### src/rtl/tia_hsync_counter_pkg.sv
// tia_hsync_counter_pkg: shared widths, LFSR decode constants and types for the TIA horizontal timing generator
package tia_hsync_counter_pkg;

    localparam int LFSR_W = 6;

    // LFSR states for the scan-line indices that trigger decode actions.
    // Each is the value reached after that many advances from 6'b000000.
    localparam logic [LFSR_W-1:0] LFSR_IDX0  = 6'b000000;
    localparam logic [LFSR_W-1:0] LFSR_IDX4  = 6'b111100;
    localparam logic [LFSR_W-1:0] LFSR_IDX8  = 6'b110111;
    localparam logic [LFSR_W-1:0] LFSR_IDX12 = 6'b001111;
    localparam logic [LFSR_W-1:0] LFSR_IDX16 = 6'b011100;
    localparam logic [LFSR_W-1:0] LFSR_IDX18 = 6'b010111;
    localparam logic [LFSR_W-1:0] LFSR_IDX36 = 6'b101100;
    // State reached after 56 advances; the line wraps from here to index 0
    localparam logic [LFSR_W-1:0] END_STATE  = 6'b010100;

    typedef enum logic [1:0] {
        PH0 = 2'd0,
        PH1 = 2'd1,
        PH2 = 2'd2,
        PH3 = 2'd3
    } phase_e;

    typedef struct packed {
        logic hsync;
        logic hblank;
        logic cb;
        logic center;
        logic line_end;
    } line_sig_t;

    localparam line_sig_t SIG_RESET = '{hsync: 1'b0, hblank: 1'b1, cb: 1'b0, center: 1'b0, line_end: 1'b0};

    // One advance of the 57-state line counter, including the wrap at END_STATE
    function automatic logic [LFSR_W-1:0] lfsr_step(input logic [LFSR_W-1:0] s);
        return (s == END_STATE) ? '0 : {~(s[0] ^ s[1]), s[LFSR_W-1:1]};
    endfunction

endpackage

### src/rtl/tia_lfsr6.sv
// tia_lfsr6: 6-bit polynomial line counter with END_STATE wrap and clear priority
module tia_lfsr6
    import tia_hsync_counter_pkg::*;
(
    input  logic              clk,
    input  logic              rst_n,
    input  logic              advance,
    input  logic              clear,
    output logic [LFSR_W-1:0] state
);

    logic [LFSR_W-1:0] r_state;

    // Clear beats advance so a line restart overrides a coincident step or wrap
    always_ff @(posedge clk or negedge rst_n) begin
        if (!rst_n) r_state <= '0;
        else r_state <= clear ? '0 : advance ? lfsr_step(r_state) : r_state;
    end

    assign state = r_state;

endmodule

### src/rtl/tia_hsync_counter.sv
// tia_hsync_counter: colour-clock /4 phase enables, 57-state line counter and registered line-timing decode
module tia_hsync_counter
    import tia_hsync_counter_pkg::*;
(
    input  logic              clk,
    input  logic              rst_n,
    input  logic              rsync,
    input  logic              hmove,
    output logic              phi1_en,
    output logic              phi2_en,
    output logic [LFSR_W-1:0] lfsr,
    output logic              hsync,
    output logic              hblank,
    output logic              cb,
    output logic              center,
    output logic              line_end
);

    phase_e            r_phase;
    phase_e            w_phase_nx;
    line_sig_t         r_sig;
    line_sig_t         w_sig_nx;
    logic              r_late_hb;
    logic              w_late_hb_nx;
    logic              w_adv;
    logic              w_step;
    logic [LFSR_W-1:0] w_lfsr;
    logic [LFSR_W-1:0] w_next;
    logic              w_e0;
    logic              w_e4;
    logic              w_e8;
    logic              w_e12;
    logic              w_e16;
    logic              w_e18;
    logic              w_e36;

    tia_lfsr6 u_lfsr (
        .clk     (clk),
        .rst_n   (rst_n),
        .advance (w_adv),
        .clear   (rsync),
        .state   (w_lfsr)
    );

    // Decode looks at the state being entered, so actions land on the same edge as the advance
    assign w_adv  = (r_phase == PH2);
    assign w_step = w_adv & ~rsync;
    assign w_next = lfsr_step(w_lfsr);
    assign w_e0   = rsync | (w_adv & (w_next == LFSR_IDX0));
    assign w_e4   = w_step & (w_next == LFSR_IDX4);
    assign w_e8   = w_step & (w_next == LFSR_IDX8);
    assign w_e12  = w_step & (w_next == LFSR_IDX12);
    assign w_e16  = w_step & (w_next == LFSR_IDX16);
    assign w_e18  = w_step & (w_next == LFSR_IDX18);
    assign w_e36  = w_step & (w_next == LFSR_IDX36);

    // Phase sequence 0,1,2,3; rsync parks it at 3 so the next advance is four clocks away
    always_comb begin
        w_phase_nx = rsync ? PH3 : phase_e'(r_phase + 2'd1);
    end

    // Phase register
    always_ff @(posedge clk or negedge rst_n) begin
        if (!rst_n) r_phase <= PH3;
        else r_phase <= w_phase_nx;
    end

    // Late-blank request: hmove sets, entry to 18 clears, a coincident set wins
    always_comb begin
        w_late_hb_nx = hmove | (r_late_hb & ~w_e18);
    end

    // Late-blank register
    always_ff @(posedge clk or negedge rst_n) begin
        if (!rst_n) r_late_hb <= 1'b0;
        else r_late_hb <= w_late_hb_nx;
    end

    // Next values of the line-timing outputs; the pulses last one clock
    always_comb begin
        w_sig_nx          = r_sig;
        w_sig_nx.center   = w_e36;
        w_sig_nx.line_end = w_e0;
        w_sig_nx.hsync    = w_e0 | w_e8 ? 1'b0 : w_e4 ? 1'b1 : r_sig.hsync;
        w_sig_nx.cb       = w_e0 | w_e12 ? 1'b0 : w_e8 ? 1'b1 : r_sig.cb;
        w_sig_nx.hblank   = w_e0 ? 1'b1 :
                            w_e18 | (w_e16 & ~(r_late_hb | hmove)) ? 1'b0 : r_sig.hblank;
    end

    // Line-timing output register
    always_ff @(posedge clk or negedge rst_n) begin
        if (!rst_n) r_sig <= SIG_RESET;
        else r_sig <= w_sig_nx;
    end

    assign phi1_en  = (r_phase == PH0);
    assign phi2_en  = (r_phase == PH2);
    assign lfsr     = w_lfsr;
    assign hsync    = r_sig.hsync;
    assign hblank   = r_sig.hblank;
    assign cb       = r_sig.cb;
    assign center   = r_sig.center;
    assign line_end = r_sig.line_end;

endmodule
### config.mk
export PLATFORM = sky130hd
export DESIGN_NAME = tia_hsync_counter
export DESIGN_NICKNAME = d
export VERILOG_FILES = /design/src/rtl/tia_hsync_counter_pkg.sv /design/src/rtl/tia_lfsr6.sv /design/src/rtl/tia_hsync_counter.sv
export SDC_FILE = /design/constraint.sdc
export NUM_CORES = 1
export LEC_CHECK = 0
export CAP_MARGIN = 20
export CORE_UTILIZATION = 37
export DETAILED_ROUTE_END_ITERATION = 10
export HOLD_SLACK_MARGIN = 0.02
export PLACE_DENSITY = 0.67
export SYNTH_ARGS = -nofsm -noshare
export SYNTH_HDL_FRONTEND = slang
export SYNTH_SLANG_ARGS = --single-unit
### constraint.sdc
create_clock -name clk -period 1.8 [get_ports clk]
set_clock_uncertainty 0.2 [all_clocks]
set_input_delay 0.36 -clock clk [delete_from_list [all_inputs] [get_ports clk]]
set_output_delay 0.36 -clock clk [all_outputs]
set_load 0.005 [all_outputs]
==> results.sh <==
export IMPL_core_sq_um=1760
export IMPL_rsz0062_at_grt="yes"
export IMPL_cts_buffers=3
export IMPL_met3_usage_pct=3.97
export IMPL_synth_most_common_cell="dfrtp_1"
export IMPL_gp_congestion=0.844
export IMPL_endpoint_kind="flip-flop"
export IMPL_min_path_type="in2async"
export IMPL_p_leak_nw=0.450
export IMPL_slowest_stage="dfstp_2"
export IMPL_ys_flop_type="dfrtp_1"
export IMPL_fillers=163
export IMPL_grt_pass1_vias=584
export IMPL_critPathMaxStageDelay_ns=0.54
export IMPL_drc=0
export IMPL_synth_seq_area_share_pct=49.6
export IMPL_yosysUniqueCellTypes=29
export IMPL_fmax_mhz=569
export IMPL_cts_tree="done"
export IMPL_antenna_found_initial=0
export IMPL_ctsHoldBuffers=0
export IMPL_diodes=0
export IMPL_start_util_pct=40.5
export IMPL_dp_slack_ns=-0.169
export IMPL_die_w_um=45.9
export IMPL_dp_hpwl_mm=1.04
export IMPL_worst_ep_arrival_time_ns=1.77
export IMPL_first_iter_violations=7
export IMPL_clockBufferDepth=2
export IMPL_met2_usage_pct=25.9
export IMPL_grt_use_met1_pct=20.8
export IMPL_num_rows=15
export IMPL_vdd_drop_max_mv=0.479
export IMPL_fin_nets=108
export IMPL_synth_area_leaders="dfrtp_1, dfstp_2, ha_1, a21oi_1, buf_6"
export IMPL_synth_edf_count=0
export IMPL_die_h_um=45.9
export IMPL_worst_pin_slew_ns=0.218
export IMPL_clock_latency_ns=0.29
export IMPL_maxCapViolations=0
export IMPL_crit_path_start_kind="flip-flop"
export IMPL_synthTopCellsByCount="dfrtp_1, inv_1, a21oi_1, nand2_1"
export IMPL_grt_most_used_layer="met2"
export IMPL_yosysWarnings=0
export IMPL_drive_gt1_share_pct=33.0
export IMPL_grt_ovfl_total=0
export IMPL_status="finished, final reports clean"
export IMPL_grt_max_degree=15
export IMPL_synth_top_area_share_pct=38.5
export IMPL_synth_area_sq_um=714
export IMPL_num_vias=618
export IMPL_cts_root_buf="clkbuf_4"
export IMPL_final_antenna_net_count=0
export IMPL_synth_nets=77
export IMPL_setup_viol=0
export IMPL_layout_area_overhead_vs_synth_pct=44.0
export IMPL_slew_violations=0
export IMPL_io_pins=17
export IMPL_cts_sink_count=14
export IMPL_wl_per_cell_um=11.8
export IMPL_fin_crit_sh_pct=97.6
export IMPL_yosysTopAreaCell="dfrtp_1"
export IMPL_relSlewSlack_pct=85.3
export IMPL_drt_vias_per_instance=4.94
export IMPL_hold_viol_final=0
export IMPL_netlist_instances=70
export IMPL_grt_pass1_wl_mm=2.44
export IMPL_cts_max_level=1
export IMPL_crit_fanout=5
export IMPL_async_flop_share_pct=100
export IMPL_fin_ws_ns=0.0432
export IMPL_drt_total_wl_mm=1.47
export IMPL_criticalPathCategory="reg2reg"
export IMPL_fin_crit_ns=1.76
export IMPL_final_area_sq_um=1030
export IMPL_ys_seq_elements=14
export IMPL_critPathRequiredTime_ns=1.81
export IMPL_clk_pin_slew_worst_paths_ns=0.08
export IMPL_post_place_cells=117
export IMPL_synth_area_per_cell_sq_um=10.2
export IMPL_fin_cells=125
export IMPL_die_area_sq_um=2110
export IMPL_path_cells="inv_2 -> ha_4 -> nor2b_2 -> a41oi_1 -> o21ai_2 -> nor3_1"
export IMPL_grt_usage_pct=16.6
export IMPL_portBuffers=16
export IMPL_drt_first_pass_iters=4
export IMPL_utilization_pct=58.3
export IMPL_placed_cell_area_sq_um=948
export IMPL_power_density_nw_per_um2=665
-- state kept, by name, indices dropped and copies added, names as in the netlist --
name / flops
cb: 1
center: 1
hblank: 1
hsync: 1
line_end: 1
r_late_hb: 1
r_phase: 2
u_lfsr.state: 6
-- cell type report --
class | instances | area [sq um] | area share (%)
sequential | 14 | 357 | 34.7
tap | 25 | 31.3 | 3.04
timing repair buffer | 29 | 248 | 24.1
clock buffer | 4 | 36.3 | 3.53
inverter | 6 | 22.5 | 2.19
multi-input combinational | 47 | 334 | 32.5
-- worst paths after layout --
check                            from  slack (ns)         end  cells past startpoint
max                        r_phase[0]        0.04          cb                      6
min                             rst_n        0.17       hsync                      2
max reg2reg                r_phase[0]        0.04          cb                      6
min reg2reg                r_phase[0]        0.27  r_phase[0]                      1
max in group asynchronous       rst_n        0.99  r_phase[0]                      2
min in group clk           r_phase[0]        0.27  r_phase[0]                      1
-- critical path: cells and delay by family, from the launching register on --
kind / cells / cell delay (ns)
buffers and inverters: 1 / 0.05
adder cells (fa/ha/maj): 1 / 0.17
AO/OA/AOI/OAI: 2 / 0.35
flip-flops: 1 / 0.54
AND/OR/NAND/NOR: 2 / 0.36
-- stage by stage --
stage,hold slack [ns],TNS [ns],power [mW]
floorplan,-0.136,0,0.398
global placement,0.242,-0.199,0.448
detailed placement,0.243,-0.291,0.449
CTS,0.190,-0.0189,0.674
global route,0.191,-0.0382,0.712
finish,0.171,0,0.684
-- layout by cell type, fill, tap and decap left out --
| cell type | count |
|---|---|
| clkbuf_4 | 3 |
| nand4_1 | 3 |
| nor4_1 | 1 |
| dlygate4sd2_1 | 2 |
| nand3_1 | 2 |
| ha_1 | 2 |
| nor3_1 | 4 |
| o21ai_0 | 2 |
| o21bai_1 | 1 |
| and3_1 | 1 |
| dlymetal6s2s_1 | 1 |
| inv_1 | 5 |
| a41oi_1 | 1 |
| nor2_1 | 4 |
| nor2b_4 | 1 |
| a211oi_2 | 1 |
| nand3b_1 | 2 |
| nand4_2 | 1 |
| nor3b_2 | 1 |
| buf_4 | 13 |
| or3b_1 | 1 |
| o21ai_2 | 1 |
| dfrtp_1 | 9 |
| inv_2 | 1 |
| mux2i_1 | 2 |
| clkbuf_2 | 1 |
| or2_2 | 1 |
| dfrtp_2 | 2 |
| nor2b_2 | 1 |
| ha_4 | 1 |
| nand2_1 | 5 |
| dfstp_2 | 3 |
| clkbuf_8 | 1 |
| clkdlybuf4s50_1 | 11 |
| a21oi_1 | 5 |
| buf_2 | 1 |
| a31oi_1 | 1 |
| nand2b_1 | 2 |
-- metal layers --
layer | wire length (um) | vias to the layer above
met5 | 0 | -
met4 | 57 | 0
met3 | 76 | 5
met2 | 689 | 17
met1 | 651 | 291
li1 | - | 305
-- cells by family (layout without fill, tap and decap cells) --
| logic type | Yosys count | after routing | share of synthesized area, % |
|---|---|---|---|
| AO/OA/AOI/OAI | 12 | 12 | 10.5 |
| adder cells (fa/ha/maj) | 3 | 3 | 5.25 |
| buffers and inverters | 9 | 39 | 7.00 |
| flip-flops | 14 | 14 | 49.6 |
| multiplexers | 2 | 2 | 2.80 |
| AND/OR/NAND/NOR | 30 | 30 | 24.9 |
-- power breakdown --
part           internal (mW)  total, mW  switching [mW]
sequential             0.329      0.337         0.00777
combinational         0.0622      0.117          0.0547
clock                  0.123      0.230           0.106
-- what timing repair did --
action                     CTS  global route
resized for setup           11             6
setup buffers                1             3
setup endpoints to repair    8             8
cloned                       0             0
Power figures use the tool's default switching activity.
